==> config.mk <==
export PLATFORM = sky130hd
export DESIGN_NAME = uart_tx_arbiter
export DESIGN_NICKNAME = d
export VERILOG_FILES = /design/src/rtl/uart_pkg.sv /design/src/rtl/rr_pick.sv /design/src/rtl/uart_tx_arbiter.sv
export SDC_FILE = /design/constraint.sdc
export NUM_CORES = 1
export LEC_CHECK = 0
export ABC_AREA = 1
export CAP_MARGIN = 20
export CORE_ASPECT_RATIO = 1.4
export CORE_UTILIZATION = 35
export CTS_CLUSTER_SIZE = 30
export DETAILED_ROUTE_END_ITERATION = 10
export HOLD_SLACK_MARGIN = 0.1
export SYNTH_ARGS = -nofsm -noshare
export SYNTH_HDL_FRONTEND = slang
export SYNTH_SLANG_ARGS = --single-unit
==> constraint.sdc <==
create_clock -name clk -period 2.9 [get_ports clk]
set_input_delay 0.725 -clock clk [delete_from_list [all_inputs] [get_ports clk]]
set_output_delay 0.725 -clock clk [all_outputs]
set_load 0.02 [all_outputs]
==> src/rtl/uart_pkg.sv <==
// Shared UART definitions: byte/counter widths, TX arbiter state encoding,
// and a saturating counter helper used by the RX and TX blocks.
package uart_pkg;

    localparam int BYTE_W = 8;
    localparam int CNT_W  = 8;

    typedef enum logic [2:0] {
        IDLE,
        SEND,
        START,
        WAIT_BUSY,
        WAIT_DONE
    } tx_state_e;

    // Increment that sticks at all-ones instead of wrapping.
    function automatic logic [CNT_W-1:0] sat_inc(input logic [CNT_W-1:0] v);
        return (v == {CNT_W{1'b1}}) ? v : v + CNT_W'(1);
    endfunction

endpackage

==> src/rtl/rr_pick.sv <==
// Round-robin first-set-bit selector: scans req upward from ptr with wrap
// and returns a one-hot grant plus a flag saying anything was found.
module rr_pick #(
    parameter int N     = 4,
    parameter int PTR_W = (N > 1) ? $clog2(N) : 1
) (
    input  logic [N-1:0]     req,
    input  logic [PTR_W-1:0] ptr,
    output logic [N-1:0]     gnt,
    output logic             any
);

    logic [PTR_W:0]   sum;
    logic [PTR_W-1:0] idx;

    // Walk the N positions starting at ptr; the first asserted one wins.
    always_comb begin
        gnt = '0;
        any = 1'b0;
        sum = '0;
        idx = '0;
        for (int i = 0; i < N; i++) begin
            sum = {1'b0, ptr} + (PTR_W+1)'(i);
            if (sum >= (PTR_W+1)'(N)) begin
                sum = sum - (PTR_W+1)'(N);
            end
            idx = sum[PTR_W-1:0];
            if (!any && req[idx]) begin
                gnt[idx] = 1'b1;
                any      = 1'b1;
            end
        end
    end

endmodule

==> src/rtl/uart_tx_arbiter.sv <==
// Shares one UART byte serializer between NREQ requesters. Round-robin
// grant, locked to the owner until its last byte, a burst limit, or an
// idle timeout; the serializer is driven via a start pulse and busy.
module uart_tx_arbiter
    import uart_pkg::*;
#(
    parameter int NREQ         = 4,
    parameter int MAX_BURST    = 16,
    parameter int HOLD_TIMEOUT = 32
) (
    input  logic                   clk,
    input  logic                   reset,
    input  logic [NREQ-1:0]        i_req_valid,
    input  logic [BYTE_W*NREQ-1:0] i_req_data,
    input  logic [NREQ-1:0]        i_req_last,
    output logic [NREQ-1:0]        o_req_ready,
    output logic [NREQ-1:0]        o_grant,
    output logic                   o_tx_start,
    output logic [BYTE_W-1:0]      o_tx_data,
    input  logic                   i_tx_busy
);

    localparam int PTR_W = $clog2(NREQ);

    tx_state_e          state_q, state_d;
    logic [NREQ-1:0]    grant_q, grant_d;
    logic [PTR_W-1:0]   owner_q, owner_d;
    logic [PTR_W-1:0]   rr_ptr_q, rr_ptr_d;
    logic [CNT_W-1:0]   burst_q, burst_d;
    logic [CNT_W-1:0]   tout_q, tout_d;
    logic [BYTE_W-1:0]  tx_data_q, tx_data_d;
    logic               last_q, last_d;

    logic [NREQ-1:0]    pick_gnt;
    logic               pick_any;
    logic [PTR_W-1:0]   pick_idx;
    logic               own_valid;
    logic               own_last;
    logic [BYTE_W-1:0]  own_data;
    logic               rel;

    rr_pick #(
        .N     (NREQ),
        .PTR_W (PTR_W)
    ) u_pick (
        .req (i_req_valid),
        .ptr (rr_ptr_q),
        .gnt (pick_gnt),
        .any (pick_any)
    );

    // Encode the one-hot pick as an index so the owner can advance the pointer.
    always_comb begin
        pick_idx = '0;
        for (int i = 0; i < NREQ; i++) begin
            if (pick_gnt[i]) begin
                pick_idx = PTR_W'(i);
            end
        end
    end

    // Mux the owner's request lines; grant_q is one-hot or zero.
    always_comb begin
        own_data  = '0;
        own_valid = |(i_req_valid & grant_q);
        own_last  = |(i_req_last & grant_q);
        for (int k = 0; k < NREQ; k++) begin
            if (grant_q[k]) begin
                own_data = i_req_data[k*BYTE_W +: BYTE_W];
            end
        end
    end

    // Next-state and counters; a release always lands in IDLE with no grant.
    always_comb begin
        state_d   = state_q;
        grant_d   = grant_q;
        owner_d   = owner_q;
        rr_ptr_d  = rr_ptr_q;
        burst_d   = burst_q;
        tout_d    = tout_q;
        tx_data_d = tx_data_q;
        last_d    = last_q;
        rel       = 1'b0;

        case (state_q)
            IDLE: begin
                if (pick_any) begin
                    grant_d = pick_gnt;
                    owner_d = pick_idx;
                    burst_d = '0;
                    tout_d  = '0;
                    state_d = SEND;
                end
            end
            SEND: begin
                if (own_valid && !i_tx_busy) begin
                    tx_data_d = own_data;
                    last_d    = own_last;
                    burst_d   = sat_inc(burst_q);
                    tout_d    = '0;
                    state_d   = START;
                end else if (!own_valid) begin
                    tout_d = sat_inc(tout_q);
                    if (tout_d == CNT_W'(HOLD_TIMEOUT)) begin
                        rel = 1'b1;
                    end
                end
            end
            START: begin
                state_d = WAIT_BUSY;
            end
            WAIT_BUSY: begin
                if (i_tx_busy) begin
                    state_d = WAIT_DONE;
                end
            end
            WAIT_DONE: begin
                if (!i_tx_busy) begin
                    if (last_q || (burst_q == CNT_W'(MAX_BURST))) begin
                        rel = 1'b1;
                    end else begin
                        state_d = SEND;
                    end
                end
            end
            default: begin
                state_d = IDLE;
                grant_d = '0;
            end
        endcase

        if (rel) begin
            grant_d  = '0;
            rr_ptr_d = (owner_q == PTR_W'(NREQ - 1)) ? '0 : owner_q + PTR_W'(1);
            state_d  = IDLE;
        end
    end

    // State and datapath registers; reset abandons any packet in flight.
    always_ff @(posedge clk) begin
        if (reset) begin
            state_q   <= IDLE;
            grant_q   <= '0;
            owner_q   <= '0;
            rr_ptr_q  <= '0;
            burst_q   <= '0;
            tout_q    <= '0;
            tx_data_q <= '0;
            last_q    <= 1'b0;
        end else begin
            state_q   <= state_d;
            grant_q   <= grant_d;
            owner_q   <= owner_d;
            rr_ptr_q  <= rr_ptr_d;
            burst_q   <= burst_d;
            tout_q    <= tout_d;
            tx_data_q <= tx_data_d;
            last_q    <= last_d;
        end
    end

    assign o_grant     = grant_q;
    assign o_tx_data   = tx_data_q;
    assign o_tx_start  = (state_q == START);
    assign o_req_ready = ((state_q == SEND) && !i_tx_busy) ? (i_req_valid & grant_q) : '0;

endmodule

==> results of run 1 <==
-- cell type report --
cell class	instances	area, sq um
fillers	726	3640
multi-input cells	305	1670
flip-flops and latches	36	721
repair buffers	67	646
inverters	40	150
well taps	95	119
clock buffers	7	96.3
clock inverters	1	30.0
-- sequential cells by signal, summed over array words and instances (netlist names) --
signal	flops
owner_q	2
o_tx_data	8
last_q	1
tout_q	8
burst_q	8
rr_ptr_q	2
state_q	3
o_grant	4
-- cells in the final DEF, fill, tap and decap left out, types with 4 or more instances in the layout --
master	instances
clkbuf_8	7
dlygate4sd2_1	4
nand2_2	4
inv_1	38
ha_1	11
o21ai_0	21
clkdlybuf4s50_1	55
a21oi_1	35
nand2_4	4
nor2_1	56
o21ai_2	8
nand3_1	30
buf_4	8
nand2_1	81
a221o_1	8
nor3_1	5
dfxtp_1	36
o211ai_1	8
xor2_1	7
nand3_2	6
nand4_1	11
-- logic make-up after synthesis --
family	count (synthesis)
compound gates	87
xor+xnor	8
buf+inv	52
fa+ha+maj	11
flops	36
simple gates	199
-- metrics by stage --
stage,cell area [sq um],TNS [ps],power [mW],hold slack [ps],cells
finish,3430,0,2.25,496,551
floorplan,2610,0,1.48,459,393
global route,3430,0,2.43,518,551
global placement,3310,-63.1,1.77,482,543
CTS,3430,0,2.27,500,551
detailed placement,3310,-121,1.78,490,543
-- metal layers --
layer | track usage, % | wire (um) | vias up
li1 | - | - | 1447
met1 | 22.3 | 3030 | 1265
met2 | 34.9 | 3870 | 64
met3 | 2.62 | 270 | 6
met4 | 4.45 | 91 | 0
met5 | 0 | 0 | -
-- final timing paths --
path / endpoint
hold reg to reg: burst_q[0]$_SDFFE_PP0P_
hold / removal: burst_q[0]$_SDFFE_PP0P_
setup reg to reg: tout_q[7]$_SDFFE_PP0P_
setup / recovery: o_req_ready[0]
-- worst min-delay path, delay by kind of cell (launching register included) --
kind,cells,cell delay (ps)
flops,1,340
simple gates,1,70
compound gates,1,50
-- what timing repair did --
item / in CTS / in global routing
endpoints found under the hold margin: 0 / 0
buffers inserted: 0 / 0
setup endpoints to repair: 4 / 0
resized for setup: 4 / 0
-- power by group --
part	switching (mW)	internal (mW)	leakage [nW]
Combinational	0.652	0.400	1.10
Sequential	0.115	0.597	0.293
Clock	0.178	0.303	0.0645
==> impl_metrics.yaml, run 1 <==
cts:
  ctsLongestPathBuffers: 2
  clk_pin_slew_ps: 70
  insertion_delay_ps: 280
  root_buffer: "clkbuf_8"
  cts_buffers: 5
  h-tree-depth: 2
  cts_hold_buf: 0
  cts_tree: "built"
  cts.sinks: 36
yosys:
  synth.most_common_cell: "nand2_1"
  synth_fp_nets: 447
  synth_area_leader_cell: "dfxtp_1"
  synth_warnings: 0
  synth_fa_ha_area_share_pct: 5.28
  synth_compound_area_share_pct: 21.0
  syn_area_sq_mm: 0.00261
  synth_enable_flop_cells: 0
  ys_types: 30
  synth-simple-area-share_pct: 35.1
  yosys-top-cells-count: "nand2_1 (81), nor2_1 (56), inv_1 (38), dfxtp_1 (36), a21oi_1 (35)"
  synth_top_flop_cell: "dfxtp_1"
  synth_cells: 393
  netlist_top_cells_area: "dfxtp_1 (28%), nand2_1 (12%), nor2_1 (8.1%)"
  synth-xor-area-share_pct: 2.69
  seq_area_frac_synth_pct: 27.6
  synth_top_area_share_pct: 27.6
  synthMuxAreaShare_pct: 0
  async_reset_ff_share_pct: 0
  synth_seq_cells: 36
  synth_top_family_by_area: "simple AND/OR/NAND/NOR gates"
  avgSynthCellArea_sq_um: 6.64
floorplanning:
  num_rows: 36
  die_h_um: 104
  dieArea_sq_mm: 0.00781
  core_area_sq_mm: 0.00707
  fp.dieW_um: 75.0
  ios: 60
  start_util_pct: 36.9
timing:
  fin_crit_ps: 2650
  fmax_ghz: 0.378
  rsz0062_at_grt: "no"
  timing.final.max_slew_violations: 0
  finalHoldViolations: 0
  finClkSkew_ps: 5.73
  worstMarginPinSlew_ps: 591
  setup_slack_ps: 253
  fin_crit_sh_pct: 91.3
  slew_headroom_pct: 60.4
  finalSetupViolations: 0
setup_path:
  cpMaxStageDelayCell: "clkdlybuf4s50_1"
  cp_num_buf_inv: 3
  critPathArrivalTime_ps: 1920
  path_class: "input port to output pin"
  r2r_slack_ps: 540
  crit_top_cell: "nor2_1"
  critical-path-top-delay-family: "buffers and inverters"
  crit_path_end_kind: "output pin"
  required_ps: 2170
  start_kind: "input port"
  reg2reg_from: "rr_ptr_q[0]$_SDFFE_PP0P_"
  r2r_cells: 12
  startpoint: "i_tx_busy"
  slowest_delay_ps: 440
  crit_chain: "clkdlybuf4s50_1, nor2_1, inv_1, nor2_1, dlygate4sd2_1"
  crit_cells: 5
  worstPathMaxFanout: 4
detailed_routing:
  dr.pass1.iters: 4
  routed_wl_um: 7270
  num_vias: 2782
  vias_per_cell: 5.05
  ant_nets: 0
  drtIter0Drc: 129
  drc_errors: 0
  routedWlPerCell_um: 13.2
place:
  portBuffers: 59
  gp_congestion: 0.835
  place_hpwl_um: 5710
  dp_slack_ps: -50.8
pwr:
  total_leakage_power_nw: 1.45
  ir_drop_uv: 408
  power_density_mw_per_mm2: 654
grt:
  grt_pass1_vias: 2559
  grt_pass1_wl_um: 11700
  antenna_found_initial: 0
  grt_usage_pct: 19.0
  overflow: 0
  grt_max_degree: 14
outcome:
  status: "complete, no violations"
cells_and_area:
  insertedDiodeCount: 0
  fin_util_pct: 48.5
  drive_gt1_share_pct: 9.65
  final_nets: 509
  area_delta_synth_final_pct: 31.6
worst_hold_path:
  hp-class: "flop to flop"
  worstHoldPathCells: 2
  hold_start: "burst_q[0]$_SDFFE_PP0P_"
flow_run:
  drv_cap: 0
No activity file was read; power rests on OpenSTA's default activity.
==> run 2, diff against run 1 <==
--- a/config.mk
+++ b/config.mk
@@ -9,9 +9,11 @@
 export CAP_MARGIN = 20
 export CORE_ASPECT_RATIO = 1.4
 export CORE_UTILIZATION = 35
+export CTS_BUF_LIST = sky130_fd_sc_hd__clkbuf_8
 export CTS_CLUSTER_SIZE = 30
 export DETAILED_ROUTE_END_ITERATION = 10
 export HOLD_SLACK_MARGIN = 0.1
+export SLEW_MARGIN = 10
 export SYNTH_ARGS = -nofsm -noshare
 export SYNTH_HDL_FRONTEND = slang
 export SYNTH_SLANG_ARGS = --single-unit
==> results of run 2 <==
No change in the layout: final DEF, timing and power equal those of run 1.
==> run 3, diff against run 2 <==
--- a/config.mk
+++ b/config.mk
@@ -13,6 +13,7 @@
 export CTS_CLUSTER_SIZE = 30
 export DETAILED_ROUTE_END_ITERATION = 10
 export HOLD_SLACK_MARGIN = 0.1
+export PLACE_DENSITY_LB_ADDON = 0.1
 export SLEW_MARGIN = 10
 export SYNTH_ARGS = -nofsm -noshare
 export SYNTH_HDL_FRONTEND = slang
==> run 3 against run 2 <==
Compared with the run above: first-iteration DRC count shrank 6.2%; final area down 0.22%; non-clock buffer count grew 1; die area unchanged; total power down 0.59%; largest power group unchanged.
==> impl_metrics.yaml, run 3 (synthesized netlist as in run 1, its figures left out) <==
timing:
  finClkSkew_ps: 4.51
  finalHoldViolations: 0
  worstMarginPinSlew_ps: 595
  fmax_ghz: 0.373
  whs_ps: 489
  finalSetupViolations: 0
  timing.final.max_slew_violations: 0
  slew_headroom_pct: 60.2
  setup_slack_ps: 217
  fin_crit_sh_pct: 92.5
  fin_crit_ps: 2680
  rsz0062_at_grt: "no"
grt:
  grt_pass1_vias: 2611
  antenna_found_initial: 0
  grt_pass1_wl_um: 12000
  overflow: 0
  grt_max_degree: 17
  grt_usage_pct: 19.6
cts:
  cts_hold_buf: 0
  cts.sinks: 36
  root_buffer: "clkbuf_8"
  clk_pin_slew_ps: 70
  ctsLongestPathBuffers: 2
  h-tree-depth: 2
  cts_tree: "built"
  post_cts_buffers: 0
  cts_buffers: 5
  insertion_delay_ps: 290
worst_hold_path:
  hp-class: "flop to flop"
  holdPathEnd: "burst_q[5]$_SDFFE_PP0P_"
  worstHoldPathCells: 2
  hold_start: "burst_q[5]$_SDFFE_PP0P_"
pwr:
  sw_frac_of_total_pct: 43.5
  p_switching_uw: 972
  power_density_mw_per_mm2: 652
  pwr-share-seq_pct: 31.6
  p_comb_share_pct: 48.4
  clockPowerShare_pct: 20.0
  p_int_mw: 1.26
  total_leakage_power_nw: 1.45
  ir_drop_uv: 324
setup_path:
  reg2reg_from: "rr_ptr_q[0]$_SDFFE_PP0P_"
  required_ps: 2170
  critPathArrivalTime_ps: 1960
  r2r_cells: 12
  crit_path_end_kind: "output pin"
  reg2reg_to: "burst_q[1]$_SDFFE_PP0P_"
  start_kind: "input port"
  path_class: "input port to output pin"
  r2r_slack_ps: 390
  worstPathMaxFanout: 4
cells_and_area:
  insertedDiodeCount: 0
  area_delta_synth_final_pct: 31.3
  layout_commonest_cell: "nand2_1"
  drive_gt1_share_pct: 9.85
  final_nets: 510
  mostFrequentLayoutCells: "nand2_1 (81), nor2_1 (56), clkdlybuf4s50_1 (55)"
  fin_util_pct: 48.4
flow_run:
  drv_cap: 0
detailed_routing:
  routed_wl_um: 7430
  drtIter0Drc: 121
  vias_per_cell: 5.04
  ant_nets: 0
  num_vias: 2783
  routedWlPerCell_um: 13.5
  dr.pass1.iters: 4
  drc_errors: 0
place:
  place_hpwl_um: 5700
  portBuffers: 59
  dp_slack_ps: -97.1
  gp_congestion: 0.855
floorplanning:
  dieArea_sq_mm: 0.00781
  num_rows: 36
  ios: 60
  die_h_um: 104
  start_util_pct: 36.9
  core_area_sq_mm: 0.00707
  fp.dieW_um: 75.0
outcome:
  status: "complete, no violations"
## run 3: what timing repair did
action / CTS / global route
gates resized for setup: 4 / 0
endpoints found under the hold margin: 0 / 0
setup endpoints to repair: 4 / 0
## run 3: cell type report
cell class | instances | area, sq um
Clock buffer | 5 | 68.8
Clock inverter | 3 | 42.5
Fill cell | 747 | 3650
Inverter | 40 | 150
Multi-Input combinational cell | 305 | 1670
Sequential cell | 36 | 721
Tap cell | 95 | 119
Timing Repair Buffer | 68 | 653
## run 3: how the worst max path moves through the flow
stage	from	endpoint	slack (ps)
finish	i_tx_busy	o_req_ready[1]	220
global route	i_tx_busy	o_req_ready[1]	90
CTS	i_tx_busy	o_req_ready[1]	180
detailed placement	i_tx_busy	o_req_ready[1]	-100
global placement	i_tx_busy	o_req_ready[3]	10
floorplan	rr_ptr_q[0]$_SDFFE_PP0P_	tout_q[4]$_SDFFE_PP0P_	880
## run 3: through the flow
| step | setup TNS, ps | power, mW | std cells | cell area, sq um |
|---|---|---|---|---|
| 5_1_grt | 0 | 2.44 | 552 | 3420 |
| 3_3_place_gp | 0 | 1.79 | 544 | 3320 |
| 3_5_place_dp | -191 | 1.80 | 544 | 3320 |
| 6_report | 0 | 2.23 | 552 | 3420 |
| 4_1_cts | 0 | 2.26 | 552 | 3420 |
| 2_1_floorplan | 0 | 1.48 | 393 | 2610 |
## run 3: layer usage
metal	track usage (%)	wire [um]	vias up
met2	34.5	3730	46
met5	0	0	-
met4	5.66	78	0
met1	23.7	3290	1282
met3	3.00	336	6
li1	-	-	1449
## run 3: critical path: stages
cell             delay, ps
clkdlybuf4s50_1        430
nor2_1                 200
inv_1                  120
nor2_1                 130
dlygate4sd2_1          350
## run 3: power by group through the flow
stage | Sequential, mW | Clock, mW | Combinational (mW)
floorplan | 0.708 | 0 | 0.772
global placement | 0.714 | 0 | 1.07
detailed placement | 0.718 | 0 | 1.08
CTS | 0.707 | 0.464 | 1.09
global route | 0.726 | 0.486 | 1.23
finish | 0.706 | 0.446 | 1.08
